--- src/rtl/noc_pkg.sv ---
// Shared NoC router definitions: port indices, crossbar selects, arbiter states.
package noc_pkg;

  localparam int unsigned NPORTS = 5;

  typedef enum logic [2:0] {
    P_N = 3'd0,
    P_E = 3'd1,
    P_W = 3'd2,
    P_S = 3'd3,
    P_L = 3'd4
  } port_e;

  localparam logic [4:0] XSEL_N = 5'b00001;
  localparam logic [4:0] XSEL_E = 5'b00010;
  localparam logic [4:0] XSEL_W = 5'b00100;
  localparam logic [4:0] XSEL_S = 5'b01000;
  localparam logic [4:0] XSEL_L = 5'b10000;

  typedef enum logic {
    IDLE   = 1'b0,
    LOCKED = 1'b1
  } arb_state_e;

  // One-hot crossbar select for a port index; out-of-range indices select nothing.
  function automatic logic [4:0] port_onehot(input logic [2:0] idx);
    case (idx)
      P_N:     return XSEL_N;
      P_E:     return XSEL_E;
      P_W:     return XSEL_W;
      P_S:     return XSEL_S;
      P_L:     return XSEL_L;
      default: return '0;
    endcase
  endfunction

  // Next port in cyclic N,E,W,S,L order.
  function automatic logic [2:0] port_next(input logic [2:0] idx);
    return (idx >= P_L) ? P_N : idx + 3'd1;
  endfunction

endpackage

--- src/rtl/credit_arbiter_rr_pick.sv ---
// Combinational round-robin picker: first requester found searching cyclically from ptr.
module rr_pick
  import noc_pkg::*;
(
  input  logic [4:0] req,
  input  logic [2:0] ptr,
  output logic       found,
  output logic [2:0] idx
);

  logic [2:0] cand;

  // Walk the five ports starting at ptr and latch the first one requesting.
  always_comb begin
    found = 1'b0;
    idx   = P_N;
    cand  = ptr;
    for (int unsigned k = 0; k < NPORTS; k++) begin
      if (!found && (cand <= P_L) && req[cand]) begin
        found = 1'b1;
        idx   = cand;
      end
      cand = port_next(cand);
    end
  end

endmodule

--- src/rtl/credit_arbiter.sv ---
// Output-port allocator: packet-locked round-robin grant with downstream credit tracking.
module credit_arbiter
  import noc_pkg::*;
#(
  parameter int unsigned CREDITS = 4,
  parameter int unsigned CW      = $clog2(CREDITS + 1)
) (
  input  logic          clk,
  input  logic          rst,
  input  logic [4:0]    req,
  input  logic [4:0]    tail,
  input  logic          credit_in,
  output logic [4:0]    grant,
  output logic [4:0]    Xbar_sel,
  output logic          valid_out,
  output logic [CW-1:0] credit_cnt,
  output logic          busy,
  output logic          credit_err
);

  arb_state_e state, state_nxt;
  logic [2:0] owner, owner_nxt;
  logic [2:0] ptr, ptr_nxt;
  logic       win_found;
  logic [2:0] win_idx;

  rr_pick u_rr_pick (
    .req   (req),
    .ptr   (ptr),
    .found (win_found),
    .idx   (win_idx)
  );

  // State, owner and round-robin pointer registers.
  always_ff @(posedge clk) begin
    if (rst) begin
      state <= IDLE;
      owner <= P_N;
      ptr   <= P_L;
    end else begin
      state <= state_nxt;
      owner <= owner_nxt;
      ptr   <= ptr_nxt;
    end
  end

  // Next-state and output decode: lock on arbitration, release after the granted tail flit.
  always_comb begin
    state_nxt = state;
    owner_nxt = owner;
    ptr_nxt   = ptr;
    grant     = '0;
    Xbar_sel  = '0;
    busy      = 1'b0;
    case (state)
      IDLE: begin
        if (win_found) begin
          owner_nxt = win_idx;
          state_nxt = LOCKED;
        end
      end
      LOCKED: begin
        busy     = 1'b1;
        Xbar_sel = port_onehot(owner);
        if (req[owner] && (credit_cnt != '0)) begin
          grant = port_onehot(owner);
          if (tail[owner]) begin
            state_nxt = IDLE;
            ptr_nxt   = port_next(owner);
          end
        end
      end
      default: state_nxt = IDLE;
    endcase
  end

  assign valid_out = |grant;

  // Credit counter: spend on a transferred flit, refill on credit_in; overflow returns are flagged.
  always_ff @(posedge clk) begin
    if (rst) begin
      credit_cnt <= CW'(CREDITS);
      credit_err <= 1'b0;
    end else begin
      case ({valid_out, credit_in})
        2'b10:   credit_cnt <= credit_cnt - CW'(1);
        2'b01: begin
          if (credit_cnt == CW'(CREDITS)) credit_err <= 1'b1;
          else                            credit_cnt <= credit_cnt + CW'(1);
        end
        default: ;
      endcase
    end
  end

endmodule

--- config.mk ---
export PLATFORM = sky130hd
export DESIGN_NAME = credit_arbiter
export DESIGN_NICKNAME = d
export VERILOG_FILES = /design/src/rtl/noc_pkg.sv /design/src/rtl/credit_arbiter_rr_pick.sv /design/src/rtl/credit_arbiter.sv
export SDC_FILE = /design/constraint.sdc
export NUM_CORES = 1
export LEC_CHECK = 0
export ABC_AREA = 1
export CAP_MARGIN = 20
export CORE_MARGIN = 2
export CORE_UTILIZATION = 50
export CTS_CLUSTER_DIAMETER = 60
export DETAILED_ROUTE_END_ITERATION = 6
export GPL_TIMING_DRIVEN = 0
export PLACE_DENSITY_LB_ADDON = 0.05
export SYNTH_ARGS = -nofsm -noshare
export SYNTH_HDL_FRONTEND = slang
export SYNTH_SLANG_ARGS = --single-unit
--- constraint.sdc ---
create_clock -name clk -period 3.6 [get_ports clk]
set_input_delay 0.54 -clock clk [delete_from_list [all_inputs] [get_ports clk]]
set_output_delay 0.54 -clock clk [all_outputs]
set_load 0.01 [all_outputs]
# == After elaboration in Yosys (flattened, before gate mapping) ==
# Index checks and enable logic that the tools add are counted.
# totals
register_bits,11
in_bits,13
out_inout_bits,16
elab_cells,99
# op_classes
addsub,7
magnitude_cmp,16
n_eq_ne,8
n_mux,40
bitwise,1
reduce_logical,22
# ops
operator,count
$mux W3,11
$pmux W5 S5,1
$lt A3 B4 Y1 const B,6
$bmux W1 S3,7
$add A3 B1 Y3 const B,6
$mux W1,16
$ge A3 B3 Y1 const B,5
$le A3 B3 Y1 const B,5
$mux W5,3
$logic_and A1 B1 Y1,10
$eq A3 B2 Y1 const B,2
$eq A3 B3 Y1 const B,2
$pmux W3 S2,1
$reduce_and A2 Y1,3
$reduce_or A5 Y1,1
$logic_not A1 Y1,4
$eq A3 B1 Y1 const B,1
$logic_not A3 Y1,1
$reduce_and A3 Y1,1
$reduce_bool A3 Y1,1
$sub A3 B1 Y3 const B,1
$eq A2 B1 Y1 const B,1
$eq A2 B2 Y1 const B,1
$ne A2 B2 Y1 const B,1
other kinds (3),3

# == Longest topological paths before layout ==
# Gate-level depths: netlist (run 1).
# logic_depth
word_depth,22
mapped_depth,18
depth_no_buf,18

# == Modules after synthesis ==
# From an unflattened synthesis (run 1), not the netlist that was laid out.
# hier_totals
cells_unflattened,234
area_unflattened_um2,1436.4
# by_module_without_submodules
module,instances,cells_each,area_each_um2,seq_area_each_um2
credit_arbiter,1,119,864.6,220.2
rr_pick,1,115,571.8,0.0

# == Worst setup path after synthesis (run 1) ==
# OpenSTA, ideal clock, no wires.
# synth_timing
path_type,register -> register
startpoint,register ptr[0]
endpoint,register owner[1]
setup_ns,0.112
arrival_ns,2.346
required_ns,3.488
slack_ns,1.142
stages_incl_launch_ff,16
path_buffers,0
synth_period_minus_slack_ns,2.458
path_cell_list,dfxtp_1 -> inv_2 -> ha_1 -> inv_1 -> nor2_2 -> ha_1 -> o21ai_0 -> nand3_1 -> nand3_1 -> nand3_2 -> nor2_4 -> nand2_4 -> nand2_2 -> nand2_1 -> nand2_1 -> nor2_1
# synth_via
elab_chain_len,21
word_cells_on_any_way,51
cone_classes,add/sub (4); order compare (9); mux (24); reduce/logical (14)
# synth_lines
item,line_no,source
from (decl),credit_arbiter.sv:23,"logic [2:0] ptr, ptr_nxt;"
from (signal assigned),credit_arbiter.sv:43,ptr <= ptr_nxt;
branches (longest 21 deep; another with $add A3 B1 Y3),--,
to (signal assigned),credit_arbiter.sv:42,owner <= owner_nxt;
to (decl),credit_arbiter.sv:22,"logic [2:0] owner, owner_nxt;"
# Several ways; the timed one is not identified. The select of a mux whose other input is x is not followed.
# A chain may end at the register's enable or synchronous reset.

# == Worst setup path in the final report (run 1) ==
# layout_timing
startpoint,input req[0]
endpoint,output valid_out
# layout_via
elab_chain_len,6
# layout_lines
item,line_no,source
from (decl),credit_arbiter.sv:10,"input logic [4:0] req,"
$bmux W1 S3,credit_arbiter.sv:65,if (req[owner] && (credit_cnt != '0)) begin
$mux W1 (implied by the code),credit_arbiter.sv:65,
$logic_and A1 B1 Y1,credit_arbiter.sv:65,
$mux W5,credit_arbiter.sv:65,
$mux W5,credit_arbiter.sv:55,case (state)
$reduce_or A5 Y1,credit_arbiter.sv:77,assign valid_out = |grant;
to (decl),credit_arbiter.sv:15,"output logic valid_out,"
# Every way passes these cells. The select of a mux whose other input is x is not followed.

==> results of run 1 <==
## worst paths after layout
check,to,slack (ns),cells after the start
worst max-delay path,valid_out,0.59,10
worst min-delay path,credit_err$_SDFFE_PP0P_,0.46,2
worst max register to register,owner[2]$_SDFFE_PP0P_,0.66,15
worst min register to register,credit_err$_SDFFE_PP0P_,0.46,2
## cell usage in the layout, fill, tap and decap left out, drive strengths merged, types with 5 or more instances in the layout
cell / netlist / final
a21oi: 9 / 9
ha: 8 / 8
nand2: 70 / 70
nor2: 28 / 28
inv: 33 / 33
nand3: 39 / 39
o21ai: 5 / 5
nor3: 5 / 5
clkdlybuf4s50: 0 / 28
dfxtp: 11 / 11
## metrics by stage
| step | cell area [um2] | utilization, % |
|---|---|---|
| 2_1_floorplan | 1320 | - |
| 3_5_place_dp | 1640 | 65.6 |
| 4_1_cts | 1670 | 66.7 |
| 3_3_place_gp | 1640 | 65.6 |
| 5_1_grt | 1670 | 66.7 |
| 6_report | 1670 | 66.7 |
## flip-flops by register name (all words and copies together) (netlist names)
signal	flops
credit_err	1
credit_cnt	3
ptr	3
state	1
owner	3
## final cells by class
type	instances	area, um2	share of cell area, %
clock buffers	4	26.3	1.58
inverters	34	128	7.66
multi-input cells	181	975	58.5
flip-flops and latches	11	220	13.2
well taps	30	37.5	2.25
repair buffers	28	280	16.8
## power breakdown
part	switching, uW	total [uW]	internal, uW
clock	40.9	83.9	43.0
sequential	62.0	224	162
combinational	473	778	305
## worst reg2reg max path, delay by kind of cell (launching register included)
kind            cells  cell delay [ns]
compound gates      1             0.50
simple gates       10             1.08
fa+ha+maj           2             0.60
flops               1             0.48
buf+inv             2             0.18
## metal layers
layer / wire length, um / global-route usage (%) / part of all wire (%)
met2: 1410 / 34.9 / 42
met3: 189 / 4.92 / 5.6
met1: 1760 / 35.3 / 52
met4: 17 / 4.53 / 0.50
met5: 0 / 0 / 0
## cells by family after synthesis
group / count (synthesis) / share of synthesized area, %
buf+inv: 34 / 9.65
fa+ha+maj: 9 / 9.08
compound gates: 24 / 12.4
flops: 11 / 16.7
simple gates: 148 / 52.2
==> summary.txt, run 1 <==
Worst hold path
  • HP Class: reg2reg
  • Hold_sp: credit_err$_SDFFE_PP0P_

Yosys
  • Sequential area share after synthesis: 16.7%
  • Top-area cell type share of the netlist area: 16.7%
  • Asr flop ratio synth: 0%
  • Largest area contributor in the netlist: nand2_1
  • Synth top area cells: nand2_1, dfxtp_1, nand3_1
  • Synth unique cells: 29
  • Cell Area, Synth: 1320 um2
  • Post-Syn Nets: 248
  • #FFs+latches synth: 11
  • Main synth FF type: dfxtp_1
  • Synthesized area per cell: 5.85 um2
  • Yosys Warn Count: 0
  • Post-synth top cells: nand2_1, nand3_1, inv_1
  • Top-count cell post-synth: nand2_1
  • Post-synth EDFFs: 0
  • Gate count after technology mapping: 226

Routing
  • Drt drc: 0
  • Initial drt markers: 69
  • Vias: 1515
  • Antenna Nets Post-Route: 0
  • Pre-antenna DRT Iters: 4
  • Avg WL per Cell: 11.7 um
  • Vias per std cell: 5.26
  • Final WL: 3370 um

STA
  • Fin crit period: 3.01 ns
  • Max Clock Skew: 0.00608 ns
  • Setup Viol. Count Final: 0
  • Final TNS setup: 0 ns
  • Final WS setup: 0.588 ns
  • Fmax: 332 MHz
  • Final Slew Violations: 0
  • Final Hold Viols: 0
  • RSZ-0062 raised after global routing: false
  • Worst relative slew slack: 60.7%
  • Hold WS: 0.459 ns
  • Least-Margin Pin Slew: 0.584 ns
  • Final period util: 83.7%

CTS
  • CTS clk-pin slew, worst paths: 0.06 ns
  • Root Driver: clkbuf_4
  • CTS buffer count: 3
  • Sink Count: 11
  • Post-CTS resize count: 0
  • CTS Hold Bufs: 0
  • Post-CTS Setup Inserts: 0
  • Worst-Skew Late Latency: 0.27 ns
  • CTS tree: done
  • CTS H-tree depth: 1
  • Clock Path Buffers: 2

Power and ir drop
  • Pwr Density: 652 nW/um2
  • Power, Total: 1090 uW
  • Leakage dissipation: 0.000834 uW
  • Peak supply drop: 422 uV

Setup path
  • Startpoint class of the critical path: input port
  • Crit path cell chain: clkdlybuf4s50_1, inv_1, nand2_1, nand3_1, nand2_1, nand2_1, a21oi_2, o31ai_1, nand2_2, clkdlybuf4s50_1
  • CP delay by family, top: buffers and inverters
  • Worst EP required: 3.06 ns
  • CP max stage cell: clkdlybuf4s50_1
  • Most used cell, CP: nand2_1
  • CP bufs+invs: 3
  • WP data arrival: 2.47 ns
  • CP Capture Type: output pin
  • Crit path launch: req[0]
  • Largest stage delay, worst path: 0.60 ns
  • Setup CP Type: in2out
  • Worst Path Max Fanout: 5
  • RR Startpoint: ptr[0]$_SDFFE_PP0P_

Cells and area
  • Layout cells sized above 1: 10.5%
  • P&R area growth vs syn: 26.0%
  • Ant diodes: 0
  • Cell Count, Final, Fillers Out: 288
  • Fill cell count: 252
  • NumNets Final: 281

Place
  • Routability cong.: 0.894
  • DP Cell Count: 284
  • Pre-CTS WS: 0.602 ns
  • Count of input and output buffers: 28
  • HPWL Detailed: 2630 um

Global route
  • Largest net degree at the start of global routing: 11
  • Number of antenna violations at the first check in global routing: 0
  • First-pass GRT wire length: 6060 um
  • Tot GR Track Use: 23.6%
  • Grt ovf: 0
  • Vias in the first global route: 1342

Run
  • Maxcap violations: 0

Floorplanning
  • Core Rows: 18
  • # IOs: 29
  • DIE HEIGHT: 55.4 um
  • Initial Utilization: 52.9%
  • Overall die area: 3070 um2
  • Core Area: 2500 um2
  • Chip width: 55.4 um

Outcome
  • Status: finished clean
(Power assumes the default switching activity.)
==> inputs of run 2 (changes only) <==
Settings changed: CORE_UTILIZATION 50 to 46.
Clock period 3.6 ns to 2.69 ns, I/O delays scaled along.
==> summary.txt, run 2 (synthesis gave the netlist of run 1 again) <==
Routing
  • Drt drc: 0 (unchanged)
  • Vias per std cell: 5.26 (about the same)
  • Pre-antenna DRT Iters: 4 (unchanged)
  • Initial drt markers: 56 (-19%)
  • Vias: 1519 (+0.26%)
  • Final WL: 3390 um (+0.42%)
  • Antenna Nets Post-Route: 0 (unchanged)
  • Avg WL per Cell: 11.7 um (about the same)

Global route
  • Number of antenna violations at the first check in global routing: 0 (unchanged)
  • Vias in the first global route: 1362 (+1.5%)
  • First-pass GRT wire length: 5850 um (-3.4%)
  • Grt ovf: 0 (unchanged)
  • Largest net degree at the start of global routing: 11 (unchanged)
  • Tot GR Track Use: 22.1% (-1.5 points)

Setup path
  • Worst Path Max Fanout: 6 (+1)
  • R2r worst-path depth: 16 (+1)
  • WP data arrival: 2.15 ns (-0.32 ns)
  • Startpoint class of the critical path: input port
  • Worst EP required: 2.29 ns (-0.77 ns)
  • RR Startpoint: ptr[0]$_SDFFE_PP0P_
  • Setup CP Type: in2out
  • CP Capture Type: output pin
  • R2R setup slack: 0.20 ns (-0.46 ns)
  • Reg2reg end: owner[2]$_SDFFE_PP0P_

Cells and area
  • Most frequent cells in the layout: nand2_1, nand3_1, inv_1
  • Commonest non-fill, non-tap cell in the layout: nand2_1
  • Cell Count, Final, Fillers Out: 289 (+0.35%)
  • Biggest regs: credit_cnt (3), owner (3), ptr (3)
  • P&R area growth vs syn: 28.0%
  • Layout cells sized above 1: 13.2% (+2.7 points)
  • NumNets Final: 281 (unchanged)
  • Ant diodes: 0 (unchanged)
  • Fill cell count: 269 (+6.7%)

CTS
  • Worst-Skew Late Latency: 0.27 ns (about the same)
  • Root Driver: clkbuf_4
  • CTS tree: done
  • CTS buffer count: 3 (unchanged)
  • Sink Count: 11 (unchanged)
  • CTS H-tree depth: 1 (unchanged)
  • CTS clk-pin slew, worst paths: 0.07 ns (about the same)
  • Post-CTS resize count: 7 (+7)
  • Clock Path Buffers: 2 (unchanged)
  • CTS Hold Bufs: 0 (unchanged)
  • Post-CTS Setup Inserts: 0 (unchanged)

STA
  • Least-Margin Pin Slew: 0.330 ns (-0.254 ns)
  • Setup Viol. Count Final: 0 (unchanged)
  • Final TNS setup: 0 ns (unchanged)
  • Worst relative slew slack: 77.9% (+17 points)
  • Max Clock Skew: 0.00112 ns (-0.00496 ns)
  • RSZ-0062 raised after global routing: false
  • Fmax: 391 MHz
  • Final Hold Viols: 0 (unchanged)
  • Fin crit period: 2.56 ns
  • Final Slew Violations: 0 (unchanged)
  • Hold WS: 0.455 ns (-0.00388 ns)
  • Final period util: 95.0%

Power and ir drop
  • Clock Power Share: 8.0% (+0.3 points)
  • Pwr Density: 872 nW/um2 (+34%)
  • Power, Total: 1480 uW (+36%)
  • Flop pwr share: 20.7% (about the same)
  • Combinational power share: 71.3% (-0.3 points)
  • Sw frac: 52.7% (-0.30 points)
  • Leakage dissipation: 0.000838 uW (+0.50%)
  • Peak supply drop: 652 uV (+55%)
  • Internal power: 698 uW (+37%)
  • Switch Pwr: 779 uW (+35%)

Floorplanning
  • # IOs: 29 (unchanged)
  • Overall die area: 3320 um2 (+8.1%)
  • Core Rows: 19 (+1)
  • Core Area: 2730 um2 (+9.4%)
  • Chip width: 57.6 um (+4.0%)
  • Initial Utilization: 48.4% (-4.5 points)
  • DIE HEIGHT: 57.6 um (+4.0%)

Worst hold path
  • Hold_sp: credit_err$_SDFFE_PP0P_
  • Hold Path Cell Cnt: 2 (unchanged)
  • Min-Delay Endpoint: credit_err$_SDFFE_PP0P_
  • HP Class: reg2reg

Place
  • HPWL Detailed: 2700 um (+2.8%)
  • DP Cell Count: 285 (+0.35%)
  • Routability cong.: 0.929 (+3.8%)
  • Count of input and output buffers: 28 (unchanged)

Outcome
  • Status: finished clean

Run
  • Maxcap violations: 0 (unchanged)
==> run 2: area by class of cell <==
cell class	count	area [um2]	share of cell area, %
Timing Repair Buffer	28	275	16.3
Multi-Input combinational cell	181	1000	59.1
Clock buffer	4	26.3	1.55
Tap cell	31	38.8	2.29
Sequential cell	11	224	13.2
Inverter	34	128	7.54
==> run 2: worst max path at each step <==
stage | startpoint | end | slack, ns | depth (start not counted)
after floorplan | ptr[0]$_SDFFE_PP0P_ | owner[1]$_SDFFE_PP0P_ | 0.23 | 15
after global placement | ptr[0]$_SDFFE_PP0P_ | owner[1]$_SDFFE_PP0P_ | -0.16 | 15
after detailed placement | ptr[0]$_SDFFE_PP0P_ | owner[2]$_SDFFE_PP0P_ | -0.16 | 15
after CTS | owner[1]$_SDFFE_PP0P_ | valid_out | 0.03 | 7
after global routing | req[4] | valid_out | 0.02 | 6
final | req[4] | valid_out | 0.13 | 6
==> run 2: metrics by stage <==
stage	cell area (um2)	worst slack (ns)	util, %
finish	1690	0.135	61.9
global route	1690	0.0210	61.9
CTS	1670	0.0315	61.0
detailed placement	1640	-0.163	60.0
global placement	1640	-0.159	60.0
floorplan	1320	0.232	-
==> run 2: worst max-delay path, stage by stage <==
cell,delay (ns)
clkdlybuf4s50_1,0.65
nand2_1,0.14
a21oi_2,0.22
o31ai_2,0.12
nand2_2,0.09
clkdlybuf4s50_1,0.53
==> run 2: metal layers <==
metal	vias to the layer above	routed length [um]	GRT usage, %
met5	-	0	0
met4	0	33	6.98
met3	4	113	1.34
met2	39	1710	40.3
met1	669	1530	27.8
li1	807	-	-
==> run 2: power by group through the flow <==
stage          Combinational, uW  Sequential, uW  Clock (uW)
2_1_floorplan                737             295           0
3_3_place_gp                1020             302           0
3_5_place_dp                1030             302           0
4_1_cts                     1040             300         121
5_1_grt                     1200             317         130
6_report                    1050             306         118
